**config.mk**
```make
export PLATFORM = sky130hd
export DESIGN_NAME = rand_gen
export DESIGN_NICKNAME = d
export VERILOG_FILES = /design/src/rtl/rand_pkg.sv /design/src/rtl/lfsr_galois.sv /design/src/rtl/rand_gen.sv
export SDC_FILE = /design/constraint.sdc
export NUM_CORES = 1
export LEC_CHECK = 0
export BUFFER_PORTS_ARGS = -buffer_cell sky130_fd_sc_hd__buf_2
export CAP_MARGIN = 20
export CELL_PAD_IN_SITES_DETAIL_PLACEMENT = 1
export CELL_PAD_IN_SITES_GLOBAL_PLACEMENT = 2
export CORE_MARGIN = 10
export CORE_UTILIZATION = 34
export CTS_CLUSTER_SIZE = 25
export DETAILED_ROUTE_END_ITERATION = 8
export GPL_ROUTABILITY_DRIVEN = 0
export PLACE_DENSITY_LB_ADDON = 0.1
export SLEW_MARGIN = 20
export SYNTH_ARGS = -nofsm -noshare
export SYNTH_HDL_FRONTEND = slang
export SYNTH_HIERARCHICAL = 1
export SYNTH_SLANG_ARGS = --single-unit
export TNS_END_PERCENT = 100
```
**constraint.sdc**
```tcl
create_clock -name clk -period 2.4 [get_ports clk]
set_input_delay 0.72 -clock clk [delete_from_list [all_inputs] [get_ports clk]]
set_output_delay 0.72 -clock clk [all_outputs]
set_load 0.1 [all_outputs]
```
**src/rtl/rand_pkg.sv**
```systemverilog
// rand_pkg: shared types and default constants for the rand_gen random
// number generator and its LFSR.
//   state_t    : divider FSM states (IDLE, DIV, DONE)
//   RAND_W     : default LFSR width
//   RAND_TAPS  : default Galois feedback mask (x^16+x^14+x^13+x^11+1)
//   RAND_SEED  : default reset / fallback seed (non-zero)
//   RAND_MAX   : default largest output value
package rand_pkg;

    typedef enum logic [1:0] {
        IDLE = 2'd0,
        DIV  = 2'd1,
        DONE = 2'd2
    } state_t;

    localparam int          RAND_W    = 16;
    localparam logic [15:0] RAND_TAPS = 16'hB400;
    localparam logic [15:0] RAND_SEED = 16'hACE1;
    localparam int          RAND_MAX  = 9999;

endpackage

```
**src/rtl/lfsr_galois.sv**
```systemverilog
// lfsr_galois: free-running right-shifting Galois LFSR.
//   clk      in  : rising-edge clock
//   rst_n    in  : asynchronous active-low reset, loads SEED
//   load     in  : load load_val instead of advancing on this edge
//   load_val in  : new seed; zero is replaced by SEED so the register
//                  can never reach the all-zero lock-up state
//   state    out : current LFSR contents
module lfsr_galois
    import rand_pkg::*;
#(
    parameter int           W    = RAND_W,
    parameter logic [W-1:0] TAPS = W'(RAND_TAPS),
    parameter logic [W-1:0] SEED = W'(RAND_SEED)
) (
    input  logic         clk,
    input  logic         rst_n,
    input  logic         load,
    input  logic [W-1:0] load_val,
    output logic [W-1:0] state
);

    always_ff @(posedge clk or negedge rst_n) begin
        if (!rst_n) begin
            state <= SEED;
        end else if (load) begin
            state <= (load_val == '0) ? SEED : load_val;
        end else begin
            state <= (state >> 1) ^ (state[0] ? TAPS : '0);
        end
    end

endmodule

```
**src/rtl/rand_gen.sv**
```systemverilog
// rand_gen: pseudo-random number generator producing values in 0..MAX.
// A free-running Galois LFSR is sampled on each accepted request and the
// sample is reduced modulo MAX+1 by a bit-serial restoring divider
// (one sample bit per cycle, MSB first).
//   clk       in  : rising-edge clock
//   rst_n     in  : asynchronous active-low reset
//   seed_load in  : load seed into the LFSR on this edge
//   seed      in  : new seed (0 selects SEED)
//   req       in  : request one number; accepted only while busy=0
//   busy      out : high while a request is being processed
//   valid     out : one-cycle pulse when out carries a new result
//   out       out : last result, held until the next one
module rand_gen
    import rand_pkg::*;
#(
    parameter int           W    = RAND_W,
    parameter logic [W-1:0] TAPS = W'(RAND_TAPS),
    parameter logic [W-1:0] SEED = W'(RAND_SEED),
    parameter int           MAX  = RAND_MAX,
    parameter int           O    = 14
) (
    input  logic         clk,
    input  logic         rst_n,
    input  logic         seed_load,
    input  logic [W-1:0] seed,
    input  logic         req,
    output logic         busy,
    output logic         valid,
    output logic [O-1:0] out
);

    // One spare bit so the shifted partial remainder never overflows.
    localparam int            RW  = $clog2(MAX + 1) + 1;
    localparam int            CW  = $clog2(W);
    localparam logic [RW-1:0] MOD = RW'(MAX + 1);

    // One restoring-division step. rem <= MAX on entry, so dropping its
    // top bit before the shift loses nothing and t <= 2*MAX+1.
    function automatic logic [RW-1:0] div_step(input logic [RW-1:0] r,
                                               input logic          b);
        logic [RW-1:0] t;
        t = {r[RW-2:0], b};
        return (t >= MOD) ? (t - MOD) : t;
    endfunction

    logic [W-1:0]  lfsr;
    logic [W-1:0]  sample;
    logic [RW-1:0] rem;
    logic [RW-1:0] rem_nxt;
    logic [CW-1:0] cnt;
    state_t        state;

    lfsr_galois #(
        .W    (W),
        .TAPS (TAPS),
        .SEED (SEED)
    ) u_lfsr (
        .clk      (clk),
        .rst_n    (rst_n),
        .load     (seed_load),
        .load_val (seed),
        .state    (lfsr)
    );

    assign rem_nxt = div_step(rem, sample[cnt]);

    // The result is written on the final DIV step so that out and valid
    // both change on the edge that enters DONE.
    always_ff @(posedge clk or negedge rst_n) begin
        if (!rst_n) begin
            state  <= IDLE;
            busy   <= 1'b0;
            valid  <= 1'b0;
            out    <= '0;
            rem    <= '0;
            cnt    <= '0;
            sample <= '0;
        end else begin
            valid <= 1'b0;
            case (state)
                IDLE: begin
                    if (req) begin
                        sample <= lfsr;
                        rem    <= '0;
                        cnt    <= CW'(W - 1);
                        busy   <= 1'b1;
                        state  <= DIV;
                    end
                end
                DIV: begin
                    rem <= rem_nxt;
                    if (cnt == '0) begin
                        out   <= O'(rem_nxt);
                        valid <= 1'b1;
                        state <= DONE;
                    end else begin
                        cnt <= cnt - 1'b1;
                    end
                end
                DONE: begin
                    busy  <= 1'b0;
                    state <= IDLE;
                end
                default: begin
                    busy  <= 1'b0;
                    state <= IDLE;
                end
            endcase
        end
    end

endmodule

```
Word level (Yosys, flattened, before mapping)
Cells that the tools add are included.
{"block": "totals", "reg_bits": 68, "latch_bits": 0, "mem_bits_rw": 0, "rom_bits": 0, "inputBits": 20, "out_inout_bits": 16, "elab_cells": 46, "n_memories": 0}
{"block": "classes", "add_sub_neg": 2, "multipliers": 0, "div_mod_pow": 0, "magnitude_cmp": 2, "eq_ne": 4, "n_shift": 0, "n_mux": 18, "bitwise_logic": 2, "reduce_logical": 10}
{"cell": "$mux 16", "n": 3}
{"cell": "$mux 14", "n": 2}
{"cell": "$pmux 14 s2", "n": 1}
{"cell": "$logic_not 16->1", "n": 1}
{"cell": "$xor 15x16->16", "n": 1}
{"cell": "$ge 15x14->1 const B", "n": 1}
{"cell": "$sub 14x14->14 const B", "n": 1}
{"cell": "$reduce_and 2->1", "n": 5}
{"cell": "$mux 4", "n": 2}
{"cell": "$pmux 4 s2", "n": 1}
{"cell": "$ne 2x2->1 const B", "n": 3}
{"cell": "$lt 4x5->1 const B", "n": 1}
{"cell": "$bmux 1 s4", "n": 1}
{"cell": "$logic_not 4->1", "n": 1}
{"cell": "$mux 1", "n": 4}
{"cell": "$mux 2", "n": 2}
{"cell": "$pmux 2 s2", "n": 1}
{"cell": "$sub 4x1->4 const B", "n": 1}
{"cell": "$reduce_and 3->1", "n": 1}
{"cell": "$eq 2x1->1 const B", "n": 1}
{"cell": "$logic_not 2->1", "n": 1}
{"cell": "$pmux 1 s2", "n": 1}
{"cell": "$reduce_bool 2->1", "n": 1}
{"cell": "$not 1->1", "n": 1}

Logic depth before layout (Yosys ltp)
{"block": "logic_depth", "depth_word": 5, "mapped_depth": 9, "ltp_nobuf": 8}

By module
The synthesis kept the hierarchy.
{"module": "rand_gen", "instances": 1, "cells_per_inst": 278, "area_per_inst_um2": 2610.0}
{"module": "lfsr_galois", "instances": 1, "cells_per_inst": 43, "area_per_inst_um2": 671.9}

Worst setup path before layout
Ideal clock, no wire load.
{"block": "synth_timing", "kind": "flip-flop to flip-flop", "start": "register cnt[1]", "end": "register out[4]", "t_arrival_ps": 2270, "required_time_ps": 2275, "setup_slack_ps": 4, "stages_incl_launch_ff": 8, "synth_period_minus_slack_ps": 2396, "cell_sequence": "dfrtp_1 -> buf_6 -> mux4_2 -> mux4_2 -> o221a_4 -> buf_2 -> xnor2_1 -> mux2_2"}
{"block": "synth_via", "elab_chain_cells": 4, "word_cells_on_any_way": 7, "cone_classes": "1 x add/sub; 1 x order compare; 3 x mux; 2 x reduce/logical"}
{"item": "from (decl)", "line": "rand_gen.sv:50", "source": "logic [CW-1:0] cnt;"}
{"item": "from (signal assigned)", "line": "rand_gen.sv:85", "source": "cnt <= CW'(W - 1);"}
{"item": "from (signal assigned)", "line": "rand_gen.sv:97", "source": "cnt <= cnt - 1'b1;"}
{"item": "$bmux 1 s4", "line": "rand_gen.sv:65", "source": "assign rem_nxt = div_step(rem, sample[cnt]);"}
{"item": "$mux 1 (not written as such)", "line": "rand_gen.sv:65"}
{"item": "$sub 14x14->14 / $ge 15x14->1 (equally long branches)", "line": "rand_gen.sv:43", "source": "return (t >= MOD) ? (t - MOD) : t;"}
{"item": "$mux 14", "line": "rand_gen.sv:43"}
{"item": "to (signal assigned)", "line": "rand_gen.sv:93", "source": "out <= O'(rem_nxt);"}
{"item": "to (decl)", "line": "rand_gen.sv:29", "source": "output logic [O-1:0] out"}
Several ways; a longest one is shown, not always the timed one. The select of a mux whose other input is x is not followed.
A chain may end at the register's enable or synchronous reset.

Worst setup path in the final report
{"block": "layout_timing", "start": "register cnt[1]", "end": "register rem[9]"}
{"block": "layout_via", "elab_chain_cells": 5, "word_cells_on_any_way": 6, "cone_classes": "1 x add/sub; 1 x order compare; 4 x mux"}
{"item": "$bmux 1 s4 (*)", "line": "rand_gen.sv:65"}
{"item": "$mux 1 (not written as such) (*)", "line": "rand_gen.sv:65"}
{"item": "$sub 14x14->14 / $ge 15x14->1 (equally long branches)", "line": "rand_gen.sv:43"}
{"item": "$mux 14 (*)", "line": "rand_gen.sv:43"}
{"item": "$pmux 14 s2 (*)", "line": "rand_gen.sv:80", "source": "case (state)"}
{"item": "to (signal assigned)", "line": "rand_gen.sv:91", "source": "rem <= rem_nxt;"}
{"item": "to (decl)", "line": "rand_gen.sv:48", "source": "logic [RW-1:0] rem;"}
Every way passes the cells marked *; elsewhere a longest branch is shown, timed or not. The select of a mux whose other input is x is not followed.

==> flow_summary_export.csv <==
group,metric,value,unit
outcome,status,"completed",
floorplanning,num_rows,35,
finish,n_antenna_cell,0,
synth,synth_top_cells_by_count,"nand2_1 (82), dfrtp_1 (60), clkbuf_1 (18)",
clocking,cts_tree,"built",
synth,synth_area_leaders,"dfrtp_1 (46%), nand2_1 (9.4%), dfstp_2 (6.4%), mux4_2 (3.4%), mux2_2 (3.1%)",
sta,fin_skew,9.23,ps
synth,syn_nets,344,
floorplanning,coreArea,9330,um^2
sta,rsz0062_at_grt,"true",
synth,ys_ff_latch,68,
global_routing,grt_pass1_vias,2880,
worst_setup_path,cp-start-kind,"flip-flop",
clocking,cts_root_buf,"clkbuf_8",
clocking,cts.clk_slew.worst_paths,80,ps
pwr,p_switching,2.76,mW
clocking,cts_buffers,9,
detailed_routing,dr_total_vias,2641,
worst_setup_path,crit_path_max_fanout,7,
clocking,clock_latency,340,ps
synth,ys.flop_type,"dfrtp_1",
pwr,clkPwrFrac,0.197,
synth,ys_seq_area_frac,0.522,
synth,synth.distinct_cells,47,
detailed_routing,firstDrtPassIters,4,
pwr,power.density,1500,nW/um^2
worst_setup_path,worstSetupEndpointType,"flip-flop",
detailed_routing,drt_iter0_drc,217,
finish,fill_cells,1052,
job,drv_cap,0,
synth,synthCells,321,
clocking,cts_hold_buf,0,
pwr,power.leakage,1.94,nW
clocking,htree_num_levels,3,
placed_design,dp_hpwl,6270,um
detailed_routing,wl_per_cell,18.1,um
floorplanning,ios,36,
detailed_routing,totalWireLength,9180,um
clocking,cts_sinks,68,
finish,drive_gt1_frac,0.309,
pwr,ir_worst_vdd,0.879,mV
synth,synthesis.area,3280,um^2
synth,synth_top_area_share,0.457,
global_routing,grt_use_total,0.134,
sta,worst_slew_margin_rel,0.593,
sta,fin_crit,2390,ps
sta,slew_viol_final,0,
synth,ys_warn_count,6,
pwr,p_sw_frac,0.448,
floorplanning,die_h,118,um
synth,synth_most_common_cell,"nand2_1",
sta,worst_hold_slack,364,ps
global_routing,grt_max_degree,69,
worst_setup_path,crit_type,"flip-flop to flip-flop",
pwr,p_int,3.40,mW
floorplanning,die_area,14000,um^2
synth,synth-edff-count,0,
worst_setup_path,arrival,2670,ps
detailed_routing,drtAntennaViolNets,0,
worst_setup_path,required,2680,ps
detailed_routing,avgViaCountPerCell,5.20,
sta,fin_crit_sh,0.996,
floorplanning,start_util,0.352,
synth,syn_avg_cell_area,10.2,um^2
sta,final-hold-violation-count,0,
sta,max_slew.worst_pin.slew,606,ps
synth,async_flop_share,1.00,
detailed_routing,drc_errors,0,
sta,fin_tns_setup,0,ps
pwr,pwr-share-seq,0.312,
global_routing,grt_pass1_wl,15400,um
clocking,cts_buffer_depth,2,
pwr,comb_power_share,0.491,
global_routing,antenna_found_initial,0,
hold_path,min_path_type,"primary input to asynchronous set/reset pin",
sta,fmax,0.418,GHz
finish,area_growth,24.9,%
floorplanning,die_x,118,um
finish,fin_nets,397,
synth,yosysTopAreaCell,"dfrtp_1",
global_routing,grt_overflow,0,
sta,setup_viol,0,
placed_design,port_buffers,35,
state kept, by name, indices dropped and copies added, names as in the netlist:
| name | count |
|---|---|
| busy | 1 |
| cnt | 4 |
| out | 14 |
| rem | 14 |
| sample | 16 |
| state | 2 |
| u_lfsr/state | 16 |
| valid | 1 |
layout by cell type, fill, tap and decap left out, types with 4 or more instances in the layout:
cell type / Yosys / routed
a21oi_1: 4 / 4
a221oi_1: 5 / 5
a22o_1: 5 / 5
a32oi_1: 9 / 9
and3_1: 9 / 9
buf_2: 1 / 35
buf_4: 0 / 26
clkbuf_8: 0 / 11
dfrtp_1: 60 / 59
dfstp_2: 8 / 8
inv_1: 9 / 9
mux2_2: 9 / 7
mux4_2: 5 / 5
nand2_1: 82 / 82
nand3_1: 14 / 12
nor2_1: 7 / 6
nor3_1: 7 / 7
o21ai_0: 4 / 4
o22a_1: 7 / 7
or4_1: 7 / 6
or4_4: 3 / 4
xor2_1: 4 / 4
per-layer routing:
layer | global-route usage | part of all wire | vias up
met5 | 0 | 0 | -
met4 | 0.0301 | 0.012 | 0
met3 | 0.0371 | 0.035 | 11
met2 | 0.185 | 0.42 | 45
met1 | 0.200 | 0.54 | 1325
li1 | - | - | 1260
cell type report:
cell class,count,area (um^2),share of cell area
multi-input combinational,222,1520,0.370
sequential,68,1710,0.418
clock inverter,5,106,0.0260
timing repair buffer,63,410,0.100
tap,129,161,0.0394
clock buffer,11,151,0.0369
inverter,10,37.5,0.00916
power by group through the flow:
stage | sequential [mW] | combinational, mW | clock [mW]
after CTS | 1.92 | 2.90 | 1.24
after floorplan | 2.57 | 1.37 | 0
final | 1.92 | 3.03 | 1.22
after detailed placement | 1.94 | 2.85 | 0
after global placement | 1.93 | 2.80 | 0
after global routing | 1.98 | 3.31 | 1.30
stage by stage:
step | instances | area, um^2 | utilization | worst slack [ps] | total power, mW
6_report | 508 | 4100 | 0.439 | 9.92 | 6.17
5_1_grt | 508 | 4100 | 0.439 | -97.5 | 6.59
4_1_cts | 507 | 4030 | 0.432 | -30.3 | 6.06
3_5_place_dp | 490 | 3750 | 0.403 | -122 | 4.79
3_3_place_gp | 490 | 3750 | 0.403 | -53.7 | 4.73
2_1_floorplan | 321 | 3280 | - | 4.35 | 3.94
path summary, 6_finish.rpt:
kind,slack (ps),from,depth (start not counted),end
max,10,cnt[1],5,rem[9]
min,360,rst_n,2,out[8]
max reg2reg,10,cnt[1],5,rem[9]
min reg2reg,480,u_lfsr/state[3],2,sample[3]
max in group asynchronous,1670,rst_n,2,u_lfsr/state[13]
min in group clk,480,u_lfsr/state[3],2,sample[3]
worst max-delay path: stages (launching register included):
cell and delay, ps:
dfrtp_2 450, mux4_2 500, mux4_2 550, o221a_4 280
or4_1 470, nand3_1 80
repair_timing:
item	CTS	global route
setup buffers	0	1
gates resized for setup	1	12
pin swaps	5	5
endpoints found under the setup margin	13	17
cloned	1	0
cells by family (layout without fill, tap and decap cells):
| group | Yosys count | count (layout) | share of synthesized area |
|---|---|---|---|
| AO/OA/AOI/OAI | 50 | 51 | 0.127 |
| XOR/XNOR | 6 | 6 | 0.0160 |
| adder cells (fa/ha/maj) | 3 | 3 | 0.0114 |
| buffers and inverters | 32 | 89 | 0.0393 |
| flip-flops | 68 | 68 | 0.522 |
| multiplexers | 17 | 17 | 0.0743 |
| AND/OR/NAND/NOR | 145 | 145 | 0.211 |
(Power assumes the default switching activity.)
